[src/rtl/cpu_test_sequencer.sv]
// cpu_test_sequencer: run controller for the RV32I_Zicsr core.
// Sequences the CPU reset, counts RUN cycles and watches stores to TOHOST
// for a riscv-tests style pass / fail / timeout verdict.
// Optional feature macro: CPU_TEST_SEQ_PERF_EN (adds o_instret, o_ipc_valid).
module cpu_test_sequencer #(
  parameter int unsigned       RST_CYCLES  = 4,
  parameter int unsigned       MAX_CYCLES  = 100000,
  parameter int unsigned       CNT_W       = 32,
  parameter int unsigned       ADDR_W      = 32,
  parameter logic [ADDR_W-1:0] TOHOST_ADDR = ADDR_W'(32'h0000_1000)
) (
  input  logic              i_clk,
  input  logic              i_rst,
  input  logic              i_start,
  input  logic              i_mem_we,
  input  logic [ADDR_W-1:0] i_mem_addr,
  input  logic [31:0]       i_mem_wdata,
  input  logic              i_retire,
  output logic              o_cpu_rst_n,
  output logic              o_busy,
  output logic              o_done,
  output logic              o_pass,
  output logic              o_timeout,
  output logic [30:0]       o_fail_code,
  output logic [CNT_W-1:0]  o_cycles
`ifdef CPU_TEST_SEQ_PERF_EN
  ,
  output logic [CNT_W-1:0]  o_instret,
  output logic              o_ipc_valid
`endif
);

  localparam int unsigned RST_W = $clog2(RST_CYCLES + 1);

  localparam logic [1:0] S_IDLE  = 2'd0;
  localparam logic [1:0] S_RESET = 2'd1;
  localparam logic [1:0] S_RUN   = 2'd2;
  localparam logic [1:0] S_DONE  = 2'd3;

  localparam bit               TIMEOUT_EN = (MAX_CYCLES != 0);
  localparam logic [CNT_W-1:0] CYC_LAST   = CNT_W'(MAX_CYCLES - 1);
  localparam logic [CNT_W-1:0] CNT_MAX    = {CNT_W{1'b1}};

  logic [1:0]       state_q, state_d;
  logic [RST_W-1:0] rst_cnt_q, rst_cnt_d;
  logic             cpu_rst_n_q, cpu_rst_n_d;
  logic             busy_q, busy_d;
  logic             done_q, done_d;
  logic             pass_q, pass_d;
  logic             timeout_q, timeout_d;
  logic [30:0]      fail_code_q, fail_code_d;
  logic [CNT_W-1:0] cycles_q, cycles_d;

  logic hit_c;
  logic last_cycle_c;
  logic start_ok_c;

  // TOHOST stores with odd data terminate the run; even data is ignored
  assign hit_c        = i_mem_we && (i_mem_addr == TOHOST_ADDR) && i_mem_wdata[0];
  assign last_cycle_c = TIMEOUT_EN && (cycles_q == CYC_LAST);
  assign start_ok_c   = i_start && ((state_q == S_IDLE) || (state_q == S_DONE));

  // Next-state and registered-output computation
  always_comb begin
    state_d     = state_q;
    rst_cnt_d   = rst_cnt_q;
    cpu_rst_n_d = 1'b0;
    busy_d      = 1'b0;
    done_d      = done_q;
    pass_d      = pass_q;
    timeout_d   = timeout_q;
    fail_code_d = fail_code_q;
    cycles_d    = cycles_q;

    case (state_q)
      S_IDLE, S_DONE: begin
        if (i_start) begin
          state_d     = S_RESET;
          rst_cnt_d   = RST_W'(RST_CYCLES);
          busy_d      = 1'b1;
          done_d      = 1'b0;
          pass_d      = 1'b0;
          timeout_d   = 1'b0;
          fail_code_d = 31'd0;
          cycles_d    = '0;
        end
      end

      S_RESET: begin
        busy_d = 1'b1;
        if (rst_cnt_q <= RST_W'(1)) begin
          state_d     = S_RUN;
          cpu_rst_n_d = 1'b1;
        end else begin
          rst_cnt_d = rst_cnt_q - RST_W'(1);
        end
      end

      S_RUN: begin
        cycles_d = (cycles_q == CNT_MAX) ? cycles_q : cycles_q + CNT_W'(1);
        if (hit_c) begin
          state_d     = S_DONE;
          done_d      = 1'b1;
          pass_d      = (i_mem_wdata == 32'd1);
          fail_code_d = (i_mem_wdata == 32'd1) ? 31'd0 : i_mem_wdata[31:1];
        end else if (last_cycle_c) begin
          state_d   = S_DONE;
          done_d    = 1'b1;
          timeout_d = 1'b1;
        end else begin
          busy_d      = 1'b1;
          cpu_rst_n_d = 1'b1;
        end
      end

      default: begin
        state_d = S_IDLE;
      end
    endcase
  end

  // State and output registers with synchronous reset
  always_ff @(posedge i_clk) begin
    if (i_rst) begin
      state_q     <= S_IDLE;
      rst_cnt_q   <= '0;
      cpu_rst_n_q <= 1'b0;
      busy_q      <= 1'b0;
      done_q      <= 1'b0;
      pass_q      <= 1'b0;
      timeout_q   <= 1'b0;
      fail_code_q <= 31'd0;
      cycles_q    <= '0;
    end else begin
      state_q     <= state_d;
      rst_cnt_q   <= rst_cnt_d;
      cpu_rst_n_q <= cpu_rst_n_d;
      busy_q      <= busy_d;
      done_q      <= done_d;
      pass_q      <= pass_d;
      timeout_q   <= timeout_d;
      fail_code_q <= fail_code_d;
      cycles_q    <= cycles_d;
    end
  end

  assign o_cpu_rst_n = cpu_rst_n_q;
  assign o_busy      = busy_q;
  assign o_done      = done_q;
  assign o_pass      = pass_q;
  assign o_timeout   = timeout_q;
  assign o_fail_code = fail_code_q;
  assign o_cycles    = cycles_q;

`ifdef CPU_TEST_SEQ_PERF_EN
  logic [CNT_W-1:0] instret_q, instret_d;
  logic             ipc_valid_q, ipc_valid_d;

  // Retired-instruction count, RUN cycles only, saturating
  always_comb begin
    instret_d   = instret_q;
    ipc_valid_d = 1'b0;
    if (start_ok_c) begin
      instret_d = '0;
    end else if ((state_q == S_RUN) && i_retire && (instret_q != CNT_MAX)) begin
      instret_d = instret_q + CNT_W'(1);
    end
    ipc_valid_d = (state_d == S_DONE) && (instret_d != '0);
  end

  // Perf counter registers
  always_ff @(posedge i_clk) begin
    if (i_rst) begin
      instret_q   <= '0;
      ipc_valid_q <= 1'b0;
    end else begin
      instret_q   <= instret_d;
      ipc_valid_q <= ipc_valid_d;
    end
  end

  assign o_instret   = instret_q;
  assign o_ipc_valid = ipc_valid_q;
`else
  logic unused_perf_c;
  assign unused_perf_c = i_retire ^ start_ok_c;
`endif

endmodule

[config.mk]
export PLATFORM = sky130hd
export DESIGN_NAME = cpu_test_sequencer
export DESIGN_NICKNAME = d
export VERILOG_FILES = /design/src/rtl/cpu_test_sequencer.sv
export SDC_FILE = /design/constraint.sdc
export NUM_CORES = 1
export LEC_CHECK = 0
export CAP_MARGIN = 20
export CORE_ASPECT_RATIO = 0.8
export CORE_MARGIN = 2
export CORE_UTILIZATION = 35
export DETAILED_ROUTE_END_ITERATION = 12
export PLACE_DENSITY_LB_ADDON = 0.12
export SETUP_SLACK_MARGIN = 0.2
export SLEW_MARGIN = 20
export SYNTH_ARGS = -nofsm -noshare
export SYNTH_HDL_FRONTEND = slang
export SYNTH_SLANG_ARGS = --single-unit
export TNS_END_PERCENT = 20
[constraint.sdc]
create_clock -name i_clk -period 2.2 [get_ports i_clk]
set_input_delay 0.44 -clock i_clk [delete_from_list [all_inputs] [get_ports i_clk]]
set_output_delay 0.44 -clock i_clk [all_outputs]
set_load 0.03 [all_outputs]
# --- Word-level counts from Yosys, hierarchy flattened ---
# Cells that the tools add are included.
totals:
  regBits: 73
  in_bits: 69
  out_inout_bits: 68
op_classes:
  muxes: 29
  addsub: 2
  reduce_logical: 12
  eq_ne: 15
  n_lt_le_gt_ge: 1
op_table:
  columns: ["op", "n"]
  rows:
  - ["2-to-1 mux 31 bit", 3]
  - ["2-to-1 mux 32 bit", 2]
  - ["case mux 32 bit (2 select lines)", 1]
  - ["case mux 31 bit (2 select lines)", 1]
  - ["adder 32 x 1 -> 32 bit (second input constant)", 1]
  - ["equality test 32 x 1 -> 1 bit (second input constant)", 1]
  - ["equality test 32 x 13 -> 1 bit (second input constant)", 1]
  - ["equality test 32 x 17 -> 1 bit (second input constant)", 1]
  - ["equality test 32 bit (second input constant)", 1]
  - ["AND reduction 3 bit", 5]
  - ["!= test 2 bit (second input constant)", 7]
  - ["2-to-1 mux 1 bit", 9]
  - ["2-to-1 mux 2 bit", 4]
  - ["case mux 1 bit (2 select lines)", 4]
  - ["2-to-1 mux 3 bit", 2]
  - ["case mux 2 bit (3 select lines)", 1]
  - ["case mux 3 bit (2 select lines)", 1]
  - ["equality test 2 bit (second input constant)", 2]
  - ["AND reduction 4 bit", 1]
  - ["nonzero test 2 bit", 2]
  - ["<= comparator 3 x 1 -> 1 bit (second input constant)", 1]
  - ["!= test 3 bit (second input constant)", 1]
  - ["case mux 1 bit (3 select lines)", 1]
  - ["subtractor 3 x 1 -> 3 bit (second input constant)", 1]
  - ["4 further kinds", 5]

# --- Logic depth before layout (Yosys ltp) ---
# Gate-level depths: netlist of run 1.
depth:
  depth_word: 5
  mapped_depth: 10
  depth_no_buf: 8

# --- Worst setup path before layout of run 1 ---
# Ideal clock, no wire load.
synth_timing:
  path_kind: "register -> register"
  startpoint: "register cycles_q[0] (netlist: o_cycles[0])"
  endpoint: "register cycles_q[14] (netlist: o_cycles[14])"
  arrival_ps: 2137
  stages_incl_launch_ff: 7
  path_slack_ps: -7
  synth_period_minus_slack_ps: 2207
  path_cell_list: "dfxtp_1 ha_1 nand4_1 or3_1 or3_1 or3_1 a21oi_1"
synth_via:
  elab_chain_len: 3
synth_rtl:
  columns: ["element", "line_no", "text"]
  rows:
  - ["start: declaration", "52", "logic [CNT_W-1:0] cycles_q, cycles_d;"]
  - ["start signal: assignment", "143", "cycles_q <= cycles_d;"]
  - ["adder 32 x 1 -> 32 bit / equality test 32 bit (equally long branches)", "100", "cycles_d = (cycles_q == CNT_MAX) ? cycles_q : cycles_q + CNT_W'(1);"]
  - ["2-to-1 mux 32 bit / != test 2 bit (equally long branches)", null, null]
  - ["case mux 32 bit (2 select lines) / AND reduction 3 bit (equally long branches)", null, null]
# Several ways; a longest one is shown, not always the timed one. The select of a mux whose other input is x is not followed.
# A chain may end at the register's enable or synchronous reset.

# --- Worst setup path in the final report of run 1 ---
layout_timing:
  startpoint: "register cycles_q[25] (netlist: o_cycles[25])"
  endpoint: "output port o_cycles[25]"
layout_rtl:
  columns: ["element", "line_no", "text"]
  rows:
  - ["end: declaration", "25", "output logic [CNT_W-1:0] o_cycles"]
# No word-level cell between the ends.

==> results of run 1 <==
[per-stage QoR]
step	instance area (sq um)	setup slack, ps	hold WS [ps]	setup TNS, ps
2_1_floorplan	3480	159	468	0
3_3_place_gp	5150	-195	438	-5980
3_5_place_dp	5150	-266	442	-8150
4_1_cts	5470	171	450	0
5_1_grt	5910	67.1	466	0
6_report	5910	169	451	0
[path summary, 6_finish.rpt]
path / from / to / slack [ps] / cells past startpoint
max: o_cycles[25]$_SDFFE_PP0P_ / o_cycles[25] / 170 / 2
min: o_fail_code[25]$_SDFFE_PP0P_ / o_fail_code[25]$_SDFFE_PP0P_ / 450 / 2
max reg2reg: o_cycles[1]$_SDFFE_PP0P_ / o_cycles[14]$_SDFFE_PP0P_ / 190 / 7
min reg2reg: o_fail_code[25]$_SDFFE_PP0P_ / o_fail_code[25]$_SDFFE_PP0P_ / 450 / 2
[repair_timing]
| item | 4_1_cts | 5_1_grt |
|---|---|---|
| setup endpoints to repair | 38 | 67 |
| pin swaps | 0 | 44 |
| resized for setup | 5 | 62 |
| setup buffers | 0 | 11 |
| gates cloned | 0 | 4 |
[placed cells by master (no fill, tap or decap), types with 4 or more instances in the layout]
cell and count:
nor3_1 10, dfxtp_1 69, nor4_2 5, dlymetal6s2s_1 13
clkdlybuf4s50_1 122, nand2_1 48, nand3_2 7, a21oi_1 29
nor2_1 44, nor3_2 4, nand2b_1 4, nand3_1 41
xor2_1 17, nor4b_2 4, buf_4 35, a21oi_2 13
ha_1 4, and3_1 7, xnor2_1 11, inv_1 8
nand4_1 16, and4_1 5, clkbuf_16 11, nor4_1 14
[sequential cells by signal (all words and copies together), names as in the netlist]
| name | cells |
|---|---|
| state_q | 2 |
| o_cycles | 32 |
| rst_cnt_q | 3 |
| o_done | 1 |
| o_timeout | 1 |
| o_cpu_rst_n | 1 |
| o_pass | 1 |
| o_busy | 1 |
| o_fail_code | 31 |
[kinds of logic (layout without fill, tap and decap cells)]
kind of cell | after synthesis | after routing | synth area share
adder cells (fa/ha/maj) | 6 | 6 | 0.0217
buffers and inverters | 32 | 201 | 0.0390
XOR/XNOR | 28 | 28 | 0.0707
AO/OA/AOI/OAI | 56 | 56 | 0.0964
multiplexers | 5 | 5 | 0.0155
flip-flops | 73 | 73 | 0.422
AND/OR/NAND/NOR | 227 | 227 | 0.335
[layout make-up]
class / instances / area [sq um] / area share
Clock inverter: 3 / 40.0 / 0.00677
Sequential cell: 73 / 1470 / 0.249
Inverter: 8 / 30.0 / 0.00508
Timing Repair Buffer: 178 / 1790 / 0.303
Clock buffer: 12 / 256 / 0.0434
Tap cell: 136 / 170 / 0.0288
Multi-Input combinational cell: 322 / 2150 / 0.364
[power groups by stage]
stage / clock network, mW / registers, mW / logic (mW)
after floorplan: 0 / 1.73 / 0.802
after global placement: 0 / 1.56 / 1.71
after detailed placement: 0 / 1.56 / 1.72
after CTS: 1.49 / 1.54 / 1.74
after global routing: 1.57 / 1.55 / 2.33
final: 1.46 / 1.53 / 2.17
[worst min-delay path, delay by kind of cell (launching register included)]
| family | cells | cell delay, ps |
|---|---|---|
| DFF | 1 | 300 |
| and+or+nand+nor | 1 | 50 |
| AOI/OAI and AO/OA | 1 | 50 |
[per-layer routing]
metal	global-route usage	vias up	share of wire
li1	-	1849	-
met1	0.284	1794	0.47
met2	0.294	90	0.48
met3	0.0551	8	0.046
met4	0.0622	0	0.010
met5	0	-	0
==> flow_summary.ini, run 1 <==
[setup_path]
endpoint_kind = primary output
slowest_stage = clkdlybuf4s50_1
crit_fanout = 4
path_cells = buf_4 -> clkdlybuf4s50_1
cp.buffers_inverters = 2
cp_top_family = buffers and inverters
crit_type = reg -> out
required_ps = 1760
start_kind = flop
max_stage_delay_ps = 670
worst_ep_arrival_time_ps = 1590

[finish]
drive_gt1_frac = 0.191
utilization = 0.613
antennaDiodeCount = 0
final_nets = 667
fillers = 865
area.growth.synth_to_final_pct = 70.6
layout.cells.non_filler = 732

[grt]
grt_max_degree = 41
antenna_found_initial = 0
grt_pass1_vias = 3340
grt_pass1_wl_um = 16800
gr-total-overflow = 0
grt_usage = 0.200

[pwr]
switching_share = 0.354
combPwrFrac = 0.420
p_int_mw = 3.33
pwr-share-clk = 0.283
p_per_area_nw_per_um2 = 873
leakagePower_nw = 2.10
seq_power_share = 0.297
peakVddDrop_mv = 0.756
switching_power_mw = 1.83
fin_total_pwr_mw = 5.16

[clock_network]
clk_latency_ps = 330
cts_tree = done
clock_path_buffers = 2
clkSlewWorstSetupHoldPaths_ps = 50
cts_hold_buf = 0
htreeDepth = 3
cts.sink_count = 73
cts_root_buf = clkbuf_16
cts_made_buffers = 9

[floorplanning]
die_w_um = 115
die_area_sq_um = 10700
initial_core_util = 0.359
core-area_sq_um = 9650
rows = 32
pin_count = 137
die_h_um = 93.0

[sta]
worst_slew_pin_slew_ps = 513
skew_ps = 4.49
setup_viol = 0
rsz0062_at_grt = true
hold_viol_final = 0
fin_crit_ps = 2030
relSlewSlack = 0.655
post-route-period-util = 0.923
fmax_ghz = 0.492
finalMaxSlewViolations = 0

[yosys]
syn_nets = 502
synth.distinct_cells = 43
synth_edf_count = 0
yosys_warnings = 0
netlist_top_cells_count = dfxtp_1, nand3_1, nand2_1
synth_top_area_frac = 0.422
synthArstFlopShare = 0
syn_inst = 427
ys_ff_latch = 73
synth_top_cell_by_area = dfxtp_1
syn_area_sq_um = 3470
ys.flop_type = dfxtp_1
ys_seq_area_frac = 0.422
yosys-top-cells-area = dfxtp_1, nand3_1, a21oi_1, nand2_1, nor2_1
synth.most_common_cell = dfxtp_1
syn_area_per_cell_sq_um = 8.12

[drt]
wl_um = 11700
postRouteAntennaNets = 0
num_vias = 3741
drtIter0Drc = 164
drtPass1Iterations = 5
route.detailed.drc = 0
post_drt_wl_per_cell_um = 16.0
routed_via_density = 5.11

[status]
status = complete, no violations

[placement]
dp_hpwl_um = 7890
port_buffers = 135
place.gp.congestion = 0.823
placed_cells = 702

[job]
drv_cap = 0

[min_path]
worstHoldPathType = reg -> reg
(Power assumes the default switching activity.)
==> run 2: changes to the inputs <==
- ABC_AREA: unset -> 1
- CORE_ASPECT_RATIO: 0.8 -> 0.9
==> run 2 against run 1 <==
Against the previous run:
- first-iteration DRC count is 43% higher
- clock-buffer cell count is 1 lower
- final area is 0.47% lower
- sequential power up 26%
- register-to-register slack better by 120 ps
- die area up 14%
- critical path depth down 1
- power is 47% higher
- largest cell class unchanged
- largest power group unchanged
==> flow_summary.ini, run 2 <==
[clock_network]
cts_hold_buf = 0
cts_made_buffers = 9
cts.sink_count = 73
clkSlewWorstSetupHoldPaths_ps = 60
clock_path_buffers = 2
clk_latency_ps = 350
cts_root_buf = clkbuf_16
htreeDepth = 3
cts_tree = done

[setup_path]
max_stage_delay_ps = 720
crit_fanout = 6
start_kind = flop
cp.buffers_inverters = 1
cp_top_family = buffers and inverters
crit_type = reg -> out
required_ps = 1760
worst_ep_arrival_time_ps = 1530
slowest_stage = clkdlybuf4s50_1
path_cells = clkdlybuf4s50_1
endpoint_kind = primary output

[finish]
final_nets = 853
drive_gt1_frac = 0.0626
fillers = 1109
utilization = 0.538
regArea_sq_um = 1460
mostFrequentLayoutCell = nand2_1
area.growth.synth_to_final_pct = 48.7
final_cell_mix = nand2_1, nor2_1, clkdlybuf4s50_1
antennaDiodeCount = 0
multiInputGateArea_sq_um = 2210
largest_reg_flops = 32

[pwr]
switching_power_mw = 3.25
combPwrFrac = 0.532
fin_total_pwr_mw = 7.61
leakagePower_nw = 2.31
p_int_mw = 4.36
pwr-share-clk = 0.215
peakVddDrop_mv = 0.748
switching_share = 0.428
p_per_area_nw_per_um2 = 1290
seq_power_share = 0.253

[sta]
relSlewSlack = 0.766
fmax_ghz = 0.507
finalWorstSetupSlack_ps = 228
rsz0062_at_grt = true
hold_viol_final = 0
skew_ps = 9.20
fin_crit_ps = 1970
post-route-period-util = 0.896
setup_viol = 0
finalMaxSlewViolations = 0
worst_slew_pin_slew_ps = 351

[job]
drv_cap = 0

[yosys]
syn_area_sq_um = 3960
synth_edf_count = 0
synth.distinct_cells = 32
yosys_warnings = 0
synthArstFlopShare = 0
ys_seq_area_frac = 0.369
ys_ff_latch = 73
ys.flop_type = dfxtp_1
yosys-top-cells-area = dfxtp_1, nand2_1, nor2_1, inv_1, nand3_1
synth_top_cell_by_area = dfxtp_1
synth.most_common_cell = nand2_1
netlist_top_cells_count = nand2_1, nor2_1, dfxtp_1
synth_top_area_frac = 0.369
syn_area_per_cell_sq_um = 6.17
syn_inst = 641
syn_nets = 716

[drt]
post_drt_wl_per_cell_um = 12.5
routed_via_density = 4.65
drtPass1Iterations = 4
postRouteAntennaNets = 0
route.detailed.drc = 0
num_vias = 4347
drtIter0Drc = 234
wl_um = 11700

[floorplanning]
die_w_um = 116
pin_count = 137
core-area_sq_um = 10900
rows = 36
initial_core_util = 0.362
die_area_sq_um = 12200
die_h_um = 105

[grt]
grt_max_degree = 37
antenna_found_initial = 0
grt_usage = 0.189
gr-total-overflow = 0
grt_pass1_vias = 3958
grt_pass1_wl_um = 18200

[placement]
dp_slack_ps = -25.7
dp_hpwl_um = 8650
place.gp.congestion = 0.827
port_buffers = 135

[min_path]
worstHoldPathType = reg -> reg

[status]
status = complete, no violations
-- run 2: cell families (layout without fill, tap and decap cells) --
group / Yosys count / after routing / synth area share
xor gates and xnor gates: 3 / 3 / 0.00664
and+or+nand+nor: 448 / 448 / 0.469
buffers and inverters: 70 / 212 / 0.0790
AOI/OAI and AO/OA: 41 / 41 / 0.0572
adders and majority gates: 6 / 6 / 0.0190
DFF: 73 / 73 / 0.369
-- run 2: final cells by class --
class                   instances  share of cell area
repair buffers                146               0.255
flip-flops and latches         73               0.249
well taps                     152              0.0323
clock inverters                 5              0.0132
inverters                      50              0.0323
clock buffers                  11              0.0429
multi-input cells             498               0.376
-- run 2: power groups by stage --
stage	sequential, mW	combinational (mW)	clock, mW
floorplan	2.63	1.92	0
global placement	1.93	3.83	0
detailed placement	1.95	3.88	0
CTS	1.93	3.90	1.68
global route	1.98	4.47	1.72
finish	1.93	4.05	1.63
-- run 2: stage by stage --
stage / area (sq um) / std cells / hold WS, ps / TNS (ps)
after floorplan: 3960 / 641 / 464 / 0
after global placement: 5490 / 917 / 446 / 0
after detailed placement: 5490 / 917 / 442 / -38.4
after CTS: 5830 / 933 / 452 / 0
after global routing: 5890 / 935 / 494 / 0
final: 5890 / 935 / 456 / 0
-- run 2: worst paths after layout --
path / from / to / slack [ps] / depth (start not counted)
worst max-delay path: o_cycles[16]$_SDFFE_PP0P_ / o_cycles[16] / 230 / 1
worst min-delay path: o_timeout$_SDFFE_PP0P_ / o_timeout$_SDFFE_PP0P_ / 460 / 2
worst max register to register: o_cycles[1]$_SDFFE_PP0P_ / o_cycles[18]$_SDFFE_PP0P_ / 310 / 11
worst min register to register: o_timeout$_SDFFE_PP0P_ / o_timeout$_SDFFE_PP0P_ / 460 / 2
-- run 2: worst reg2reg max path: stages (launching register included) --
cell and delay (ps):
dfxtp_1 380, ha_1 240, nand2_1 110, nor2_4 160, nand2_4 100, nor2_8 160
nand3_4 90, nand2_4 90, buf_4 210, nor2_1 60, o21ai_0 140, nor2_1 50
-- run 2: repair_timing --
action                     in CTS  in global routing
resized for setup               1                  9
setup buffers                   0                  1
cloned                          0                  1
setup endpoints to repair      17                 65
-- run 2: per-layer routing --
metal  wire length [um]  vias to the layer above  track usage  part of all wire
li1                   -                     2270            -                 -
met1               5370                     1957        0.239              0.46
met2               5390                      111        0.307              0.46
met3                818                        9       0.0568             0.070
met4                133                        0       0.0578             0.011
met5                  0                        -            0                 0
==> run 3: changes to the inputs <==
- CORE_MARGIN: 2 -> unset
==> run 3 against run 2 <==
Against the previous run:
- worst setup slack better by 18 ps
- combinational power increased by 1%
- clock skew is 3.5 ps lower
- first-iteration DRC count up 0.85%
- global-route usage increased by 0.39 points
- sequential cell count unchanged
- hold slack lost 5.7 ps
- final area shrank 0.11%
- die area shrank 3.6%
- highest routed layer unchanged
==> flow_summary.ini, run 3 (synthesis results as in run 2) <==
[grt]
antenna_found_initial = 0
gr-total-overflow = 0
grt_pass1_vias = 3796
grt_pass1_wl_um = 17800
grt_max_degree = 37
grt_usage = 0.193

[setup_path]
endpoint_kind = primary output
cp.buffers_inverters = 1
start_kind = flop
crit_type = reg -> out
worst_ep_arrival_time_ps = 1510
crit-reg2reg-launch = state_q[0]$_SDFFE_PP0P_
cp_top_family = buffers and inverters
crit_fanout = 6
path_cells = clkdlybuf4s50_1
slowest_stage = clkdlybuf4s50_1
worst-path-stages = 1
ff2ff_setup_slack_ps = 310
required_ps = 1760
max_stage_delay_ps = 720
r2r.worst_path.cells = 11
critical_path.reg2reg.endpoint = o_fail_code[7]$_SDFFE_PP0P_

[placement]
place_area_sq_um = 5490
dp_hpwl_um = 8450
port_buffers = 135
place.gp.congestion = 0.840
placed_cells = 918

[sta]
fmax_ghz = 0.512
hold_viol_final = 0
skew_ps = 5.74
rsz0062_at_grt = true
finalMaxSlewViolations = 0
relSlewSlack = 0.750
fin_crit_ps = 1950
post-route-period-util = 0.888
worst_slew_pin_slew_ps = 371
setup_viol = 0

[floorplanning]
pin_count = 137
die_w_um = 114
die_area_sq_um = 11700
die_h_um = 103
core-area_sq_um = 10900
initial_core_util = 0.363
rows = 36

[finish]
antennaDiodeCount = 0
area.growth.synth_to_final_pct = 48.6
final_cell_mix = nand2_1, nor2_1, clkdlybuf4s50_1
regArea_sq_um = 1460
design_area_sq_um = 5880
multiInputGateArea_sq_um = 2210
fillers = 1089
largest_reg_flops = 32
utilization = 0.539
layout.cells.non_filler = 938
final_nets = 856
drive_gt1_frac = 0.0649
mostFrequentLayoutCell = nand2_1

[clock_network]
clkSlewWorstSetupHoldPaths_ps = 60
cts.sink_count = 73
cts_tree = done
clk_latency_ps = 330
clock_path_buffers = 2
cts_hold_buf = 0
cts_made_buffers = 9
cts_root_buf = clkbuf_16
htreeDepth = 3

[min_path]
worstHoldStart = o_timeout$_SDFFE_PP0P_
min_to = o_timeout$_SDFFE_PP0P_
hold_depth = 2
worstHoldPathType = reg -> reg

[job]
drv_cap = 0

[status]
status = complete, no violations

[drt]
num_vias = 4334
routed_via_density = 4.62
drtPass1Iterations = 4
drtIter0Drc = 236
postRouteAntennaNets = 0
post_drt_wl_per_cell_um = 12.3
wl_um = 11600
route.detailed.drc = 0

[pwr]
peakVddDrop_mv = 0.566
leakagePower_nw = 2.31
fin_total_pwr_mw = 7.53
p_per_area_nw_per_um2 = 1280
-- run 3: changes by cell type in the layout (fill, tap and decap cells not counted), sizes merged --
cell / delta
buf: +4
clkbuf: +2
clkinvlp: -1
clkinv: -1
bufinv: -1
-- run 3: cell type report --
| cell class | instances | area share |
|---|---|---|
| clock buffer | 14 | 0.0466 |
| sequential | 73 | 0.249 |
| tap | 152 | 0.0323 |
| clock inverter | 2 | 0.00596 |
| inverter | 50 | 0.0323 |
| timing repair buffer | 149 | 0.258 |
| multi-input combinational | 498 | 0.376 |
-- run 3: worst max-delay path by stage --
stage | endpoint | startpoint
final | o_cycles[16] | o_cycles[16]$_SDFFE_PP0P_
after global routing | o_cycles[18]$_SDFFE_PP0P_ | o_cycles[1]$_SDFFE_PP0P_
after CTS | o_fail_code[24]$_SDFFE_PP0P_ | state_q[0]$_SDFFE_PP0P_
after detailed placement | o_fail_code[26]$_SDFFE_PP0P_ | i_mem_addr[9]
after global placement | o_fail_code[30]$_SDFFE_PP0P_ | i_mem_addr[9]
after floorplan | o_cycles[5]$_SDFFE_PP0P_ | o_cycles[1]$_SDFFE_PP0P_
-- run 3: per-stage QoR --
step                      worst slack (ps)  hold slack, ps  setup TNS (ps)
final                                  246             450               0
after global routing                   149             479               0
after CTS                              192             453               0
after detailed placement             -45.3             444            -247
after global placement                19.9             441               0
after floorplan                        299             464               0
-- run 3: power by group --
part | internal [mW] | switching, mW | total (mW)
logic | 1.60 | 2.50 | 4.10
clock network | 0.970 | 0.539 | 1.51
registers | 1.72 | 0.199 | 1.92
-- run 3: repair_timing --
action,CTS,global route
resized for setup,1,11
cloned,1,0
pin swaps,0,1
setup endpoints to repair,42,62
buffers inserted,2,1
-- run 3: routing by layer --
metal  global-route usage  routed length, um  part of all wire  vias up
li1                     -                  -                 -     2277
met1                0.254               5500              0.47     1939
met2                0.315               5240              0.45      109
met3               0.0476                728             0.063        9
met4               0.0519                111            0.0096        0
met5                    0                  0                 0        -
